File: config.mk
export PLATFORM = sky130hd
export DESIGN_NAME = sync_fifo_thresh
export DESIGN_NICKNAME = d
export VERILOG_FILES = /design/src/rtl/sync_fifo_thresh.sv
export SDC_FILE = /design/constraint.sdc
export NUM_CORES = 1
export LEC_CHECK = 0
export ABC_CLOCK_PERIOD_IN_PS = 5600
export BUFFER_PORTS_ARGS = -buffer_cell sky130_fd_sc_hd__buf_2
export CAP_MARGIN = 20
export CORE_MARGIN = 2
export CORE_UTILIZATION = 42
export DETAILED_ROUTE_END_ITERATION = 7
export GPL_TIMING_DRIVEN = 0
export HOLD_SLACK_MARGIN = 0.15
export PLACE_DENSITY_LB_ADDON = 0.1
export SLEW_MARGIN = 5
export SYNTH_ARGS = -nofsm -noshare
export SYNTH_HDL_FRONTEND = slang
export SYNTH_SLANG_ARGS = --single-unit
export TNS_END_PERCENT = 30
File: constraint.sdc
create_clock -name clk -period 5.6 [get_ports clk]
set_input_delay 1.68 -clock clk [delete_from_list [all_inputs] [get_ports clk]]
set_output_delay 1.68 -clock clk [all_outputs]
set_load 0.05 [all_outputs]
File: src/rtl/sync_fifo_thresh.sv
// Synchronous FIFO with registered read data, occupancy count,
// programmable almost-full / almost-empty thresholds and sticky
// overflow / underflow error flags.
module sync_fifo_thresh #(
  parameter int DEPTH      = 8,
  parameter int DATA_WIDTH = 8,
  parameter int AF_LEVEL   = DEPTH - 2,
  parameter int AE_LEVEL   = 2
) (
  input  logic                    clk,
  input  logic                    rst_n,
  input  logic                    w_en,
  input  logic [DATA_WIDTH-1:0]   data_in,
  input  logic                    r_en,
  output logic [DATA_WIDTH-1:0]   data_out,
  output logic                    full,
  output logic                    empty,
  output logic                    almost_full,
  output logic                    almost_empty,
  output logic [$clog2(DEPTH):0]  count,
  output logic                    overflow,
  output logic                    underflow,
  input  logic                    err_clr
);

  localparam int AW = $clog2(DEPTH);
  localparam int CW = AW + 1;

  localparam logic [CW-1:0] CNT_FULL = CW'(DEPTH);
  localparam logic [CW-1:0] CNT_AF   = CW'(AF_LEVEL);
  localparam logic [CW-1:0] CNT_AE   = CW'(AE_LEVEL);

  logic [DATA_WIDTH-1:0] mem [DEPTH];
  logic [AW-1:0]         wr_ptr;
  logic [AW-1:0]         rd_ptr;
  logic                  wr_ok;
  logic                  rd_ok;

  // Status flags come only from the registered count, so they never
  // react combinationally to w_en / r_en.
  assign full         = (count == CNT_FULL);
  assign empty        = (count == '0);
  assign almost_full  = (count >= CNT_AF);
  assign almost_empty = (count <= CNT_AE);

  assign wr_ok = w_en && !full;
  assign rd_ok = r_en && !empty;

  // Storage array; deliberately not reset, stale entries are unreachable
  // once the pointers and count are cleared.
  always_ff @(posedge clk) begin
    if (wr_ok) begin
      mem[wr_ptr] <= data_in;
    end
  end

  // Write pointer advances on accepted writes; DEPTH is a power of two,
  // so the natural wrap of AW bits gives modulo-DEPTH addressing.
  always_ff @(posedge clk or negedge rst_n) begin
    if (!rst_n) begin
      wr_ptr <= '0;
    end else if (wr_ok) begin
      wr_ptr <= wr_ptr + AW'(1);
    end
  end

  // Read pointer and registered read data; data_out holds when no read
  // is accepted.
  always_ff @(posedge clk or negedge rst_n) begin
    if (!rst_n) begin
      rd_ptr   <= '0;
      data_out <= '0;
    end else if (rd_ok) begin
      rd_ptr   <= rd_ptr + AW'(1);
      data_out <= mem[rd_ptr];
    end
  end

  // Occupancy: moves only when exactly one side is accepted.
  always_ff @(posedge clk or negedge rst_n) begin
    if (!rst_n) begin
      count <= '0;
    end else begin
      case ({wr_ok, rd_ok})
        2'b10:   count <= count + CW'(1);
        2'b01:   count <= count - CW'(1);
        default: count <= count;
      endcase
    end
  end

  // Sticky error flags; a fresh error in the same cycle as err_clr wins.
  always_ff @(posedge clk or negedge rst_n) begin
    if (!rst_n) begin
      overflow  <= 1'b0;
      underflow <= 1'b0;
    end else begin
      if (w_en && full) begin
        overflow <= 1'b1;
      end else if (err_clr) begin
        overflow <= 1'b0;
      end
      if (r_en && empty) begin
        underflow <= 1'b1;
      end else if (err_clr) begin
        underflow <= 1'b0;
      end
    end
  end

endmodule

==> results of run 1 <==
-- routing by layer --
layer,share of wire [%],routed length (µm)
met5,0,0
met2,44,2880
met3,3.4,221
met1,51,3280
met4,1.6,102
-- cell usage after synthesis (all sizes together) (4+ instances only) --
master / n
xnor2: 4
buf: 9
o22ai: 8
edfxtp: 64
dfrtp: 20
inv: 4
nand2b: 6
mux2: 17
nor2: 8
a221o: 8
mux2i: 16
o21ai: 10
xor2: 4
ha: 5
nand2: 23
-- worst max-delay path, delay by kind of cell, from the launching register on --
family        cells  cell delay (ns)
buf+inv           1             0.33
flops             1             0.52
simple gates      1             0.38
-- report_power, final --
part	switching, W	leakage [nW]	internal [W]
Combinational	0.000599	0.593	0.000346
Sequential	0.0000791	0.823	0.000814
Clock	0.000226	0.0975	0.000211
Total	0.000904	1.51	0.00137
-- path summary, 6_finish.rpt --
check	start	endpoint	slack, ns
max in group asynchronous	rst_n	rd_ptr[1]	3.99
max reg2reg	count[0]	count[2]	3.12
max	count[0]	full	2.33
min reg2reg	data_out[2]	data_out[2]	0.47
min	data_out[2]	data_out[2]	0.47
min in group asynchronous	rst_n	count[2]	1.27
-- final cells by class --
| class | instances | area share [%] |
|---|---|---|
| multi-input combinational | 124 | 24.5 |
| timing repair buffer | 30 | 3.74 |
| clock buffer | 10 | 3.18 |
| tap | 105 | 3.28 |
| sequential | 84 | 60.4 |
| inverter | 4 | 0.374 |
| clock inverter | 6 | 1.81 |
| buffer | 10 | 2.71 |
-- metrics by stage --
| stage | total power [W] | cells | hold slack, ns | cell area [µm²] | util (%) |
|---|---|---|---|---|---|
| 3_3_place_gp | 0.00184 | 357 | 0.457 | 3800 | 46.5 |
| 5_1_grt | 0.00241 | 373 | 0.509 | 4010 | 49.1 |
| 4_1_cts | 0.00230 | 373 | 0.479 | 4010 | 49.1 |
| 2_1_floorplan | 0.00163 | 222 | 0.487 | 3520 | - |
| 3_5_place_dp | 0.00186 | 357 | 0.459 | 3810 | 46.6 |
| 6_report | 0.00228 | 373 | 0.474 | 4010 | 49.1 |
-- sequential cells by signal (all words and copies together), names as in the netlist --
register and count:
count 4, mem 64, data_out 8, underflow 1, wr_ptr 3, overflow 1
rd_ptr 3
-- cells by family after synthesis --
family / count (synthesis) / share of synthesized area [%]
AO/OA/AOI/OAI: 32 / 7.11
XOR/XNOR: 8 / 1.99
adder cells (fa/ha/maj): 5 / 1.78
buffers and inverters: 14 / 3.52
flip-flops: 84 / 68.8
multiplexers: 33 / 9.99
AND/OR/NAND/NOR: 46 / 6.76
==> flow_summary.toml, run 1 <==
[run_status]
status = "finished, final reports clean"

[placed_design]
dp_hpwl_mm = 4.33
place.gp.congestion = 0.672
port_buffers = 30
dp_slack_ns = 2.03

[global_routing]
grt_pass1_vias = 1758
top_usage_layer = "met2"
grt_pass1_wl_mm = 9.89
grt_overflow = 0
antenna_found_initial = 0
grtUsageTotal_pct = 15.6
grtUsageMet3_pct = 3.56
use_met2_pct = 23.4
grt_max_degree = 21
met1_usage_pct = 21.7

[die]
die_h_um = 95.5
die_w_um = 95.5
rows = 33
die_area_um2 = 9130
pin_count = 31
start_util_pct = 43.0
core_um2 = 8180

[cts]
cts_buffer_depth = 2
clockRootBuffer = "clkbuf_8"
cts_setup_buffers = 0
cts_tree = "done"
clock_sinks = 84
cts_max_level = 3
numCtsBuffers = 9
insertion_delay_ns = 0.35
clk_pin_slew_ns = 0.09
postCtsHoldBufs = 0
cts.repair.resized = 0

[final_layout]
syn_to_final_growth_pct = 14.0
layout-drive-gt1-share_pct = 31.3
n_fill_cell = 729
n_antenna_cell = 0
multiInputGateArea_um2 = 982
layout_commonest_cell = "edfxtp_1"
fin_nets = 281
final_cell_mix = "64 x edfxtp_1, 31 x buf_2, 22 x nand2_1"
register_area_um2 = 2420

[worst_setup_path]
endpoint_kind = "primary output"
startpoint_type = "flop"
critPathRequiredTime_ns = 3.92
critical_path_arrival_ns = 1.59
reg2reg_depth = 11
crit_type = "reg -> out"
cp_max_fo = 9
cpPeakStageDelay_ns = 0.52
cp_slowest_cell = "dfrtp_1"
path_cells = "nor4b_2 -> buf_2"

[routing]
firstDrtPassIters = 4
dr.first_iter.drc_count = 63
vias = 1896
vias_per_cell = 5.08
drt_wl_total_mm = 6.48
wl_per_cell_um = 17.4
post-route-drc-count = 0
ant_nets = 0

[timing]
hold_viol = 0
finClkSkew_ns = 0.00820
tns_ns = 0
fin_ws_ns = 2.33
rsz0062_at_grt = "false"
worst_pin_slew_ns = 0.841
min_period_over_period_pct = 58.3
finalCriticalPeriod_ns = 3.27
max_slew_margin_pct = 43.6
drv_slew = 0
setup-violations-final = 0
max_freq_ghz = 0.306

[synthesis]
async_reset_ff_share_pct = 23.8
synthesis.nets = 240
synth_ff_type = "edfxtp_1"
synth_cells = 222
synth-edff-count = 64
ys_seq_area_share_pct = 68.8
syn_area_um2 = 3520
synth_area_leader_cell = "edfxtp_1"
avgSynthCellArea_um2 = 15.8
synthTopCellsByArea = "edfxtp_1 55%, dfrtp_1 14%, mux2_2 5.4%, mux2i_1 4.6%, nand2_1 2.3%"
ys_ff_latch = 84
ys_types = 35
ys_warn_count = 0
netlist.area_leader.share_pct = 54.6

[power]
vdd_drop_max_mv = 0.173
p_per_area_nw_per_um2 = 567
p_leak_nw = 1.51

[run]
maxCapViolCount = 0

[min_path]
hold_path.class = "reg -> reg"
hold_depth = 2
Note: power is estimated with default switching activity, not from simulation.
==> inputs of run 2 (changes only) <==
- ABC_CLOCK_PERIOD_IN_PS: 5600 -> 2800
- clock period: 5.6 -> 2.8 ns (I/O delays scaled with it)
==> run 2 against run 1 <==
Sequential power is 100% higher; clock-buffer cell count is 1 lower; routed wire length is 3.2% lower; global-route usage is 0.19 points lower; critical endpoint is now empty; largest cell class unchanged; highest routed layer unchanged.
==> flow_summary.toml, run 2 (synthesized netlist as in run 1, its figures left out) <==
[worst_setup_path]
cpPeakStageDelay_ns = 0.42
cp_slowest_cell = "dfrtp_2"
crit_type = "reg -> out"
cp_max_fo = 8
reg2reg_depth = 10
critPathTopFamily = "buffers and inverters"
path_cells = "buf_6 -> nor4_4 -> buf_2"
critPathRequiredTime_ns = 1.96
cp_num_buf_inv = 2
critical_path_arrival_ns = 1.55
startpoint_type = "flop"
path_depth = 3
endpoint_kind = "primary output"

[final_layout]
regMostFlops = "mem"
syn_to_final_growth_pct = 16.6
reg_top3 = "mem x64, data_out x8, count x4"
layout-drive-gt1-share_pct = 34.4
n_fill_cell = 711
n_antenna_cell = 0
largest_reg_flops = 64
final_cell_mix = "64 x edfxtp_1, 32 x buf_2, 22 x nand2_1"
layout_commonest_cell = "edfxtp_1"
finalNonFillerCells = 375
fin_nets = 283

[cts]
postCtsHoldBufs = 0
cts_buffer_depth = 2
clockRootBuffer = "clkbuf_8"
cts.repair.resized = 0
insertion_delay_ns = 0.35
clk_pin_slew_ns = 0.09
cts_tree = "done"
numCtsBuffers = 9
cts_setup_buffers = 0
cts_max_level = 3
clock_sinks = 84

[routing]
dr.first_iter.drc_count = 34
drt_wl_total_mm = 6.28
firstDrtPassIters = 5
post-route-drc-count = 0
wl_per_cell_um = 16.7
vias = 1877
ant_nets = 0
vias_per_cell = 5.01

[timing]
hold_viol = 0
rsz0062_at_grt = "false"
worst_pin_slew_ns = 0.819
min_period_over_period_pct = 85.3
max_slew_margin_pct = 45.2
max_freq_ghz = 0.419
tns_ns = 0
drv_slew = 0
fin_ws_ns = 0.412
finClkSkew_ns = 0.0106
finalCriticalPeriod_ns = 2.39
setup-violations-final = 0
holdWs_ns = 0.427

[global_routing]
grt_overflow = 0
grt_pass1_wl_mm = 9.82
grt_max_degree = 21
antenna_found_initial = 0
grtUsageTotal_pct = 15.4
grt_pass1_vias = 1776

[power]
total_power_w = 0.00469
p_per_area_nw_per_um2 = 1140
p_leak_nw = 1.55
vdd_drop_max_mv = 0.437

[die]
start_util_pct = 43.0
die_w_um = 95.5
die_h_um = 95.5
rows = 33
die_area_um2 = 9130
core_um2 = 8180
pin_count = 31

[placed_design]
port_buffers = 30
dp_slack_ns = 0.123
dp_hpwl_mm = 4.20
place.gp.congestion = 0.686
dp_cells = 359

[min_path]
hold_path.class = "in -> async"

[run]
maxCapViolCount = 0

[run_status]
status = "finished, final reports clean"
[run 2: cell types whose count changed in the layout (fill, tap and decap cells not counted), moves of 2 or more]
cell / change
ha_1: -2
nor3_2: -2
inv_8: +2
nor3_1: +2
dfrtp_2: +4
dfrtp_1: -4
[run 2: power by group]
| group | internal (W) | switching, W |
|---|---|---|
| Clock | 0.000518 | 0.000455 |
| Sequential | 0.00163 | 0.000163 |
| Combinational | 0.000727 | 0.00120 |
| Total | 0.00288 | 0.00182 |
[run 2: per-stage QoR]
stage | util, % | cell area, µm²
final | 50.2 | 4100
after floorplan | - | 3580
after global routing | 50.2 | 4100
after global placement | 47.2 | 3860
after detailed placement | 47.4 | 3870
after CTS | 50.2 | 4100
[run 2: cell type report]
type                    instances  area [µm²]  area share, %
inverters                       4        22.5          0.549
multi-input cells             124        1010           24.6
well taps                     105         131           3.20
plain buffers                  10         124           3.02
clock inverters                 7         106           2.59
clock buffers                   9         124           3.02
repair buffers                 32         160           3.90
flip-flops and latches         84        2430           59.2
[run 2: worst reg2reg max path: stages, from the launching register on]
cell	delay [ns]
dfrtp_2	0.42
buf_6	0.14
nor4_4	0.32
nand2b_4	0.19
buf_12	0.15
inv_8	0.05
ha_1	0.23
nand3b_1	0.17
a211o_1	0.26
a21oi_1	0.17
xor2_1	0.15
[run 2: worst paths after layout]
check / from / end / slack [ns]
setup / recovery: count[2] / empty / 0.41
hold / removal: rst_n / overflow / 0.43
setup reg to reg: count[2] / count[3] / 0.48
hold reg to reg: data_out[7] / data_out[7] / 0.48
max in group asynchronous: rst_n / count[2] / 2.03
min in group clk: data_out[7] / data_out[7] / 0.48
[run 2: routing by layer]
metal	track usage, %	wire (µm)	up-vias
met5	0	0	-
met4	4.29	68	0
met3	5.69	241	6
met2	23.1	2940	36
met1	21.2	3030	914
li1	-	-	921
==> inputs of run 3 (changes only) <==
- REMOVE_ABC_BUFFERS: unset -> 1
==> run 3 against run 2 <==
Flip-flop and latch count stayed put; cell count down 1.6%; combinational power decreased by 9%; global-route usage is 0.28 points lower; first-iteration DRC count up 2.9%; via count is 0.27% lower; non-clock buffer count decreased by 6; routed wire length increased by 1.9%; die area stayed put.
==> flow_summary.toml, run 3 (synthesized netlist as in run 1, its figures left out) <==
[run_status]
status = "finished, final reports clean"

[worst_setup_path]
critPathTopFamily = "flip-flops"
critical_path_arrival_ns = 2.76
cpPeakStageDelay_ns = 0.59
cp_max_fo = 10
path_common_cell = "xor2_1"
path_cells = "nor4b_2 -> nor2b_1 -> inv_1 -> ha_1 -> xor2_1 -> ha_1 -> a21oi_1 -> xor2_1 -> nor2_1 -> xor2_1"
startpoint_type = "flop"
critPathRequiredTime_ns = 3.03
endpoint_kind = "flop"
crit_type = "reg -> reg"
cp_slowest_cell = "dfrtp_1"
cp_num_buf_inv = 1

[power]
netSwitchingFraction_pct = 39.1
p_clk_share_pct = 21.5
internal-power_w = 0.00278
seqPwrFrac_pct = 40.3
p_switching_w = 0.00178
power_frac_comb_pct = 38.2
p_per_area_nw_per_um2 = 1140
vdd_drop_max_mv = 0.434
p_leak_nw = 1.51

[cts]
cts_buffer_depth = 2
cts_tree = "done"
postCtsHoldBufs = 0
cts_max_level = 3
clockRootBuffer = "clkbuf_8"
clk_pin_slew_ns = 0.09
clock_sinks = 84
insertion_delay_ns = 0.35
numCtsBuffers = 9

[placed_design]
dp_hpwl_mm = 3.90
place.gp.congestion = 0.755
port_buffers = 30

[final_layout]
n_antenna_cell = 0
register_area_um2 = 2420
final_cell_mix = "64 x edfxtp_1, 30 x buf_2, 22 x nand2_1"
layout_commonest_cell = "edfxtp_1"
fin_nets = 277
fin_util_pct = 48.9
regMostFlops = "mem"
largest_reg_flops = 64
multiInputGateArea_um2 = 990
reg_top3 = "mem x64, data_out x8, count x4"
n_fill_cell = 706
syn_to_final_growth_pct = 13.6
layout-drive-gt1-share_pct = 32.2

[global_routing]
top_usage_layer = "met2"
grtUsageMet3_pct = 2.92
met1_usage_pct = 18.7
grt_max_degree = 34
grtUsageTotal_pct = 15.1
grt_pass1_wl_mm = 9.46
use_met2_pct = 25.7
antenna_found_initial = 0
grt_overflow = 0
grt_pass1_vias = 1745

[timing]
max_slew_margin_pct = 34.0
drv_slew = 0
hold_viol = 0
max_freq_ghz = 0.396
finalCriticalPeriod_ns = 2.53
rsz0062_at_grt = "false"
holdWs_ns = 0.439
setup-violations-final = 0
worst_pin_slew_ns = 0.986
finClkSkew_ns = 0.00886
min_period_over_period_pct = 90.2

[routing]
wl_per_cell_um = 17.3
vias = 1872
drt_wl_total_mm = 6.39
ant_nets = 0
vias_per_cell = 5.07
post-route-drc-count = 0
firstDrtPassIters = 4
dr.first_iter.drc_count = 35

[die]
die_area_um2 = 9130
rows = 33
core_um2 = 8180
die_h_um = 95.5
die_w_um = 95.5
pin_count = 31
start_util_pct = 43.0

[run]
maxCapViolCount = 0

[min_path]
hold_path.class = "in -> async"
-- run 3: cell type report --
cell class	count	share of cell area, %
flip-flops and latches	84	60.6
multi-input cells	124	24.8
repair buffers	36	5.20
well taps	105	3.29
clock buffers	9	3.10
clock inverters	7	2.63
inverters	4	0.376
-- run 3: path summary, 6_finish.rpt --
check / end / slack, ns / depth (start not counted) / startpoint
worst max-delay path: count[2] / 0.27 / 10 / count[1]
worst min-delay path: count[2] / 0.44 / 1 / rst_n
worst max register to register: count[2] / 0.27 / 10 / count[1]
worst min register to register: data_out[1] / 0.48 / 2 / data_out[1]
max in group asynchronous: rd_ptr[0] / 2.00 / 1 / rst_n
min in group clk: data_out[1] / 0.48 / 2 / data_out[1]
-- run 3: power by group through the flow --
stage,combinational [W],clock (W),sequential [W]
floorplan,0.000906,0,0.00224
global placement,0.00160,0,0.00196
detailed placement,0.00175,0,0.00187
CTS,0.00176,0.000998,0.00184
global route,0.00189,0.00106,0.00188
finish,0.00174,0.000981,0.00184
-- run 3: through the flow --
step / power [W] / setup TNS, ns / area [µm²] / setup WS (ns) / instances
final: 0.00456 / 0 / 4000 / 0.274 / 369
after global routing: 0.00483 / 0 / 4000 / 0.0692 / 369
after CTS: 0.00460 / 0 / 3970 / 0.187 / 366
after detailed placement: 0.00362 / -0.763 / 3740 / -0.367 / 350
after global placement: 0.00356 / -6.16 / 3690 / -0.360 / 347
after floorplan: 0.00314 / -1.75 / 3410 / -0.687 / 212
-- run 3: repair_timing --
action,CTS,global route
gates resized for setup,2,0
setup endpoints to repair,3,1
buffers inserted,0,3
-- run 3: metal layers --
layer,vias up,share of wire [%]
met3,5,3.1
met4,0,1.2
met2,38,50
met1,923,46
met5,-,0
li1,906,-
